**config.mk**
```make
export PLATFORM = sky130hd
export DESIGN_NAME = eth_stream_arbiter
export DESIGN_NICKNAME = d
export VERILOG_FILES = /design/src/rtl/eth_stream_arbiter.sv
export SDC_FILE = /design/constraint.sdc
export NUM_CORES = 1
export LEC_CHECK = 0
export ABC_AREA = 1
export ABC_CLOCK_PERIOD_IN_PS = 5970
export BUFFER_PORTS_ARGS = -buffer_cell sky130_fd_sc_hd__clkbuf_2
export CORE_AREA = 2 2 337 339
export CTS_BUF_LIST = sky130_fd_sc_hd__clkbuf_2
export DETAILED_ROUTE_END_ITERATION = 12
export DIE_AREA = 0 0 339 341
export HOLD_SLACK_MARGIN = 0.12
export PLACE_DENSITY = 0.3
export REMOVE_ABC_BUFFERS = 1
export SETUP_SLACK_MARGIN = 0.1
export SLEW_MARGIN = 15
export SYNTH_ARGS = -nofsm -noshare
export SYNTH_HDL_FRONTEND = slang
export SYNTH_SLANG_ARGS = --single-unit
```
**constraint.sdc**
```tcl
create_clock -name clk -period 5.97 [get_ports clk]
set_input_delay 0.8955 -clock clk [delete_from_list [all_inputs] [get_ports clk]]
set_output_delay 0.8955 -clock clk [all_outputs]
set_load 0.01 [all_outputs]
```
**src/rtl/eth_stream_arbiter.sv**
```systemverilog
// Round-robin, burst-locked arbiter sharing one AXI-Stream egress among capture taps.
// A watchdog frees the egress when the owning tap stalls mid-burst.
module eth_stream_arbiter #(
   parameter int unsigned NUM_SRC    = 5,
   parameter int unsigned DATA_WIDTH = 128,
   parameter int unsigned TIMEOUT    = 1024,
   parameter int unsigned CNT_WIDTH  = 32
) (
   input  logic                          clk,
   input  logic                          reset,
   input  logic [NUM_SRC-1:0]            src_valid,
   input  logic [NUM_SRC-1:0]            src_in_progress,
   input  logic [NUM_SRC-1:0]            src_last,
   input  logic [NUM_SRC*DATA_WIDTH-1:0] src_data,
   output logic [NUM_SRC-1:0]            src_ready,
   output logic [DATA_WIDTH-1:0]         m_axis_tdata,
   output logic                          m_axis_tvalid,
   output logic                          m_axis_tlast,
   input  logic                          m_axis_tready,
   output logic [$clog2(NUM_SRC)-1:0]    grant_id,
   output logic                          busy,
   output logic                          timeout_pulse,
   output logic [CNT_WIDTH-1:0]          burst_count,
   output logic [CNT_WIDTH-1:0]          timeout_count
);

   localparam int unsigned   IW       = $clog2(NUM_SRC);
   localparam int unsigned   WW       = $clog2(TIMEOUT);
   localparam logic [WW-1:0] WDOG_MAX = WW'(TIMEOUT - 1);
   localparam logic [IW-1:0] LAST_IDX = IW'(NUM_SRC - 1);

   typedef enum logic {S_IDLE, S_LOCKED} state_t;

   state_t                r_state;
   logic [NUM_SRC-1:0]    r_grant;
   logic [IW-1:0]         r_gidx;
   logic [IW-1:0]         r_rr_ptr;
   logic [WW-1:0]         r_wdog;
   logic [CNT_WIDTH-1:0]  r_burst_cnt;
   logic [CNT_WIDTH-1:0]  r_tmo_cnt;

   logic                  w_busy;
   logic                  w_valid_g;
   logic                  w_last_g;
   logic                  w_inprog_g;
   logic                  w_xfer;
   logic                  w_done;
   logic                  w_abandon;
   logic                  w_timeout;
   logic                  w_release;
   logic [DATA_WIDTH-1:0] w_data_g;
   logic [IW-1:0]         w_rr_next;
   logic                  w_arb_found;
   logic [IW-1:0]         w_arb_idx;
   logic [IW:0]           w_cand;
   logic [IW-1:0]         w_cand_idx;

   // Owner's signals selected by the one-hot grant; grant is zero while idle.
   assign w_busy     = (r_state == S_LOCKED);
   assign w_valid_g  = |(src_valid & r_grant);
   assign w_last_g   = |(src_last & r_grant);
   assign w_inprog_g = |(src_in_progress & r_grant);
   assign w_xfer     = w_valid_g & m_axis_tready;
   assign w_done     = w_xfer & w_last_g;
   assign w_abandon  = w_busy & ~w_inprog_g & ~w_valid_g;
   assign w_timeout  = w_busy & ~w_xfer & ~w_abandon & (r_wdog == WDOG_MAX);
   assign w_release  = w_done | w_abandon | w_timeout;
   assign w_rr_next  = (r_gidx == LAST_IDX) ? '0 : r_gidx + IW'(1);

   always_comb begin
      w_data_g = '0;
      for (int i = 0; i < NUM_SRC; i++) begin
         if (r_grant[i]) w_data_g = w_data_g | src_data[i*DATA_WIDTH +: DATA_WIDTH];
      end
   end

   // First requester at or after the round-robin pointer, wrapping past the last tap.
   always_comb begin
      w_arb_found = 1'b0;
      w_arb_idx   = '0;
      w_cand      = '0;
      w_cand_idx  = '0;
      for (int k = 0; k < NUM_SRC; k++) begin
         w_cand = {1'b0, r_rr_ptr} + (IW+1)'(k);
         if (w_cand >= (IW+1)'(NUM_SRC)) w_cand = w_cand - (IW+1)'(NUM_SRC);
         w_cand_idx = w_cand[IW-1:0];
         if (!w_arb_found && src_valid[w_cand_idx]) begin
            w_arb_found = 1'b1;
            w_arb_idx   = w_cand_idx;
         end
      end
   end

   always_ff @(posedge clk) begin
      if (reset) begin
         r_state     <= S_IDLE;
         r_grant     <= '0;
         r_gidx      <= '0;
         r_rr_ptr    <= '0;
         r_wdog      <= '0;
         r_burst_cnt <= '0;
         r_tmo_cnt   <= '0;
      end else begin
         case (r_state)
            S_IDLE: begin
               if (w_arb_found) begin
                  r_state <= S_LOCKED;
                  r_grant <= NUM_SRC'(1) << w_arb_idx;
                  r_gidx  <= w_arb_idx;
                  r_wdog  <= '0;
               end
            end
            S_LOCKED: begin
               if (w_release) begin
                  r_state  <= S_IDLE;
                  r_grant  <= '0;
                  r_rr_ptr <= w_rr_next;
                  r_wdog   <= '0;
               end else if (w_xfer) begin
                  r_wdog <= '0;
               end else begin
                  r_wdog <= r_wdog + WW'(1);
               end
               if (w_done && !(&r_burst_cnt)) r_burst_cnt <= r_burst_cnt + CNT_WIDTH'(1);
               if (w_timeout && !(&r_tmo_cnt)) r_tmo_cnt <= r_tmo_cnt + CNT_WIDTH'(1);
            end
            default: begin
               r_state <= S_IDLE;
               r_grant <= '0;
            end
         endcase
      end
   end

   assign src_ready     = r_grant & {NUM_SRC{m_axis_tready}};
   assign m_axis_tvalid = w_valid_g;
   assign m_axis_tdata  = w_valid_g ? w_data_g : '0;
   assign m_axis_tlast  = w_valid_g & w_last_g;
   assign grant_id      = r_gidx;
   assign busy          = w_busy;
   assign timeout_pulse = w_timeout;
   assign burst_count   = r_burst_cnt;
   assign timeout_count = r_tmo_cnt;

endmodule

```
; ---- Yosys cells after proc, flatten, opt, wreduce, memory -nomap -nowiden
; Cells that the tools add are included.
[word_totals]
mem_bits_rw = 0
out_inout_bits = 204
wordCells = 122
inputBits = 658
romBits = 0
n_memories = 0
ff_bits = 86
latchBits = 0
[classes]
div_mod_pow = 0
order_cmp = 10
mul = 0
reduce_logical = 22
bitwise_logic = 23
n_addsub = 13
shifts = 1
mux = 42
eq_ne = 4
[op_table]
columns = op, n
row1 = 128-bit two-way mux, 6
row2 = 128-bit bitwise OR, 4
row3 = "32-bit by 1-bit adder with 32-bit output, second input constant", 2
row4 = 32-bit AND reduction, 2
row5 = 3-bit two-way mux, 11
row6 = 10-bit two-way mux, 3
row7 = 5-bit bitwise AND, 4
row8 = "3-bit by 4-bit less-than comparator with 1-bit output, second input constant", 5
row9 = 10-bit one-hot mux with 2 select lines, 1
row10 = "4-bit by 3-bit greater-or-equal comparator with 1-bit output, second input constant", 4
row11 = 1-bit binary-select mux with 3-bit select, 5
row12 = 5-bit OR reduction, 3
row13 = "3-bit subtractor, second input constant", 5
row14 = 1-bit two-way mux, 12
row15 = "10-bit by 1-bit adder with 10-bit output, second input constant", 1
row16 = "10-bit equality test, second input constant", 1
row17 = 5-bit two-way mux, 2
row18 = 5-bit one-hot mux with 2 select lines, 1
row19 = 2-bit AND reduction, 5
row20 = "3-bit by 2-bit adder with 4-bit output, second input constant", 2
row21 = 1-bit bitwise AND, 8
row22 = 1-bit logical AND, 6
row23 = 1-bit logical NOT, 6
row24 = 1-bit NOT, 5
row25 = other kinds (10), 11

; ---- Depth between registers and ports, before layout
[logic_depth]
depth_word = 20
mapped_depth = 19
depth_no_buf = 19

; ---- Worst setup path before layout
; No wires, ideal clock.
[synth_timing]
path_type = input port to output port
from = in src_valid[3]
to = out m_axis_tdata[107]
required_ns = 5.075
stages = 8
t_arrival_ns = 2.083
setup_slack_ns = 2.992
path_buffers = 2
path_cell_list = nand2_1 > inv_2 > nor3_2 > nand3_2 > inv_2 > clkbuf_1 > buf_1 > a21oi_1
[synth_via]
elab_chain_len = 3
[synth_rtl]
columns = item, line_no
row1 = start: declaration, 11  ; input logic [NUM_SRC-1:0] src_valid,
row2 = 5-bit bitwise AND, 60  ; assign w_valid_g = |(src_valid & r_grant);
row3 = 5-bit OR reduction, 60
row4 = via m_axis_tvalid, 17  ; output logic m_axis_tvalid,
row5 = 128-bit two-way mux, 137  ; assign m_axis_tdata = w_valid_g ? w_data_g : '0;
row6 = end: declaration, 16  ; output logic [DATA_WIDTH-1:0] m_axis_tdata,
; The timed path passes the listed nets, and every way through them passes these cells.

; ---- Worst setup path in the final report
[layout_timing]
from = reg r_grant[3]
to = out m_axis_tdata[99]
[layout_via]
elab_chain_len = 4
elab_cells_between_ends = 6
classes_between = 3 x mux / 2 x bitwise / 1 x reduce/logical
[layout_rtl]
columns = item, line_no
row1 = start: declaration, 35  ; logic [NUM_SRC-1:0] r_grant;
row2 = start signal: assignment, 108  ; r_grant <= NUM_SRC'(1) << w_arb_idx;
row3 = 128-bit two-way mux, 73  ; if (r_grant[i]) w_data_g = w_data_g | src_data[i*DATA_WIDTH +: DATA_WIDTH];
row4 = 128-bit bitwise OR, 73
row5 = 128-bit two-way mux, 73
row6 = 128-bit two-way mux (*), 137
; Mark *: on every way between the ends. The rest lies on a longest branch, timed or not.

==> load_flow_metrics.sql <==
INSERT INTO impl_metrics (metric_group, metric, value, unit) VALUES
('route', 'met2_wirelength', '52100', 'um'),
('critical_path', 'setup.worst_path.start_class', 'flop', ''),
('floorplanning', 'die_width', '339', 'um'),
('sta', 'worst_pin_slew', '994', 'ps'),
('clocking', 'cts_tree', 'done', ''),
('flow_run', 'drv.max_cap_violation_count', '0', ''),
('clocking', 'postCtsResizedCells', '0', ''),
('power_and_ir_drop', 'post-layout-total-power', '3.87', 'mW'),
('critical_path', 'endpoint_kind', 'output port', ''),
('power_and_ir_drop', 'static_leakage', '6.91', 'nW'),
('placed_design', 'numPortBuffers', '861', ''),
('sta', 'timing_hold_violations_final', '0', ''),
('floorplanning', 'fp.dieArea', '116000', 'um^2'),
('floorplanning', 'io_pins', '862', ''),
('synthesis', 'yosysMostFrequentCell', 'nand2_1', ''),
('power_and_ir_drop', 'power_density', '245', 'nW/um^2'),
('route', 'dr.first_iter.drc_count', '1113', ''),
('synthesis', 'ys_top_cells_by_area', 'dfxtp_1 (18%), nand2_1 (16%), a22o_1 (12%)', ''),
('route', 'wl_met3', '18200', 'um'),
('synthesis', 'synthArstFlopShare', '0', ''),
('sta', 'min_period', '4440', 'ps'),
('sta', 'totalNegativeSetupSlack', '0', 'ps'),
('route', 'wl_per_instance', '31.6', 'um'),
('floorplanning', 'std_cell_rows', '123', ''),
('critical_path', 'critPathMaxFanout', '66', ''),
('global_route', 'grt_pass1_wl', '157000', 'um'),
('synthesis', 'synthesized_flop_and_latch_total', '86', ''),
('critical_path', 'setup.reg_to_reg.worst_slack', '2350', 'ps'),
('critical_path', 'timing.rr.end', 'r_wdog[6]', ''),
('route', 'length_of_routed_wiring_on_met1', '48500', 'um'),
('critical_path', 'endpoint', 'm_axis_tdata[99]', ''),
('sta', 'clock_skew', '45.6', 'ps'),
('clocking', 'post_cts_hold_buffer_count', '0', ''),
('clocking', 'cts_htree_levels', '3', ''),
('clocking', 'clockBufferDepth', '2', ''),
('route', 'via_count', '15962', ''),
('critical_path', 'cp_data_required_time', '5070', 'ps'),
('synthesis', 'synth_enable_flop_cells', '0', ''),
('layout', 'fill_cells', '13369', ''),
('global_route', 'overflow', '0', ''),
('clocking', 'buffer_cell_driving_the_clock_tree_root', 'clkbuf_2', ''),
('floorplanning', 'core_area', '112000', 'um^2'),
('route', 'detailedRoute.firstPassIterationCount', '5', ''),
('clocking', 'post_cts_buffers', '0', ''),
('floorplanning', 'floorplan.initialDensity', '0.0867', ''),
('power_and_ir_drop', 'irDropWorstVdd', '0.000139', 'V'),
('route', 'drc', '0', ''),
('critical_path', 'worst_r2r_startpoint', 'r_rr_ptr[0]', ''),
('synthesis', 'synthCells', '1545', ''),
('layout', 'post_route_cells_drive_above_1_share', '0.409', ''),
('placed_design', 'place.gp.congestion', '0.962', ''),
('sta', 'setup_repair_after_global_routing_missed_its_margin', 'no', ''),
('sta', 'final_max_slew_viol_count', '0', ''),
('outcome', 'run_status', 'complete, no violations', ''),
('route', 'top_signal_layer_used', 'met5', ''),
('critical_path', 'critical_path_type', 'reg -> out', ''),
('clocking', 'worstSkewPairLatency', '700', 'ps'),
('sta', 'max_clock_freq', '225', 'MHz'),
('layout', 'num-nets-final', '2997', ''),
('synthesis', 'sequential_share_of_the_synthesized_area', '0.177', ''),
('synthesis', 'syn_avg_cell_area', '6.28', 'um^2'),
('synthesis', 'synth.cells.most_frequent', 'nand2_1 (412), a21oi_1 (211), a22o_1 (129)', ''),
('route', 'vias_per_cell', '4.13', ''),
('synthesis', 'synth_flop_cell', 'dfxtp_1', ''),
('critical_path', 'critPathArrivalTime', '3550', 'ps'),
('route', 'number_of_nets_still_failing_antenna_checks_after_routing', '0', ''),
('sta', 'max-slew-margin-rel', '0.336', ''),
('synthesis', 'synth_cell_types', '48', ''),
('floorplanning', 'die-height', '341', 'um'),
('sta', 'final-setup-viol-count', '0', ''),
('global_route', 'grt_use_total', '0.203', '');
## critical path: stages, from the launching register on
cell,delay (ps)
dfxtp_4,660
nand2_1,190
inv_2,50
nor3_2,190
nand3_2,200
inv_6,570
buf_4,540
a21oi_1,110
clkbuf_2,170
## layer usage
layer  up-vias  track usage
met5         -            0
met4       104       0.0469
met3       201        0.123
met2       851        0.307
met1      7610        0.242
li1       7196            -
## cells by family after synthesis
logic type	count (synthesis)	synth area share
adder cells (fa/ha/maj)	14	0.0188
buffers and inverters	209	0.0847
flip-flops	86	0.177
XOR/XNOR	40	0.0369
AO/OA/AOI/OAI	516	0.371
AND/OR/NAND/NOR	680	0.311
## cell type report
| cell class | count | area, um^2 | area share |
|---|---|---|---|
| multi-input cells | 1250 | 7160 | 0.453 |
| repair buffers | 876 | 4460 | 0.282 |
| well taps | 1500 | 1880 | 0.119 |
| flip-flops and latches | 86 | 1740 | 0.110 |
| inverters | 102 | 388 | 0.0245 |
| diodes | 34 | 85.1 | 0.00538 |
| clock buffers | 11 | 55.1 | 0.00348 |
| clock inverters | 2 | 37.5 | 0.00238 |
## placed cells by master, fill, tap and decap left out, types with 5 or more instances in the layout
cell type | synthesis | routed
a21oi_1 | 211 | 211
a221oi_1 | 128 | 128
a22o_1 | 129 | 129
buf_4 | 3 | 12
clkbuf_2 | 0 | 872
dfxtp_1 | 86 | 81
dfxtp_4 | 0 | 5
diode_2 | 0 | 34
ha_1 | 13 | 13
inv_1 | 89 | 89
inv_2 | 12 | 11
nand2_1 | 412 | 412
nand2_2 | 10 | 10
nand3_1 | 61 | 61
nand3_2 | 7 | 7
nand4_1 | 35 | 35
nor2_1 | 87 | 87
nor2_2 | 7 | 7
nor2_4 | 5 | 5
nor3_1 | 23 | 23
nor4_1 | 18 | 18
o21ai_0 | 26 | 26
o21ai_1 | 9 | 9
xnor2_1 | 9 | 9
xor2_1 | 30 | 30
## worst min path at each step
stage	endpoint	slack [ps]	cells after the start
2_1_floorplan	r_wdog[4]	440	2
3_3_place_gp	r_wdog[4]	480	2
3_5_place_dp	timeout_count[31]	480	2
4_1_cts	timeout_count[31]	500	2
5_1_grt	timeout_count[31]	530	2
6_report	timeout_count[31]	500	2
## where the power goes
part / switching [mW] / internal (mW)
registers: 0.116 / 0.607
clock network: 0.231 / 0.0932
logic: 1.89 / 0.931
## state kept, by name, indices dropped and copies added, names as in the netlist
name / count
r_grant: 5
busy: 1
burst_count: 32
r_wdog: 10
timeout_count: 32
r_rr_ptr: 3
grant_id: 3
## per-stage QoR
step / util / std cells / setup slack [ps] / cell area, um^2
2_1_floorplan: - / 1438 / 1120 / 9260
3_3_place_gp: 0.140 / 3814 / 1970 / 15600
3_5_place_dp: 0.140 / 3814 / 1960 / 15600
4_1_cts: 0.140 / 3827 / 1380 / 15700
5_1_grt: 0.141 / 3847 / 1260 / 15800
6_report: 0.141 / 3861 / 1530 / 15800
(Power assumes the default switching activity.)
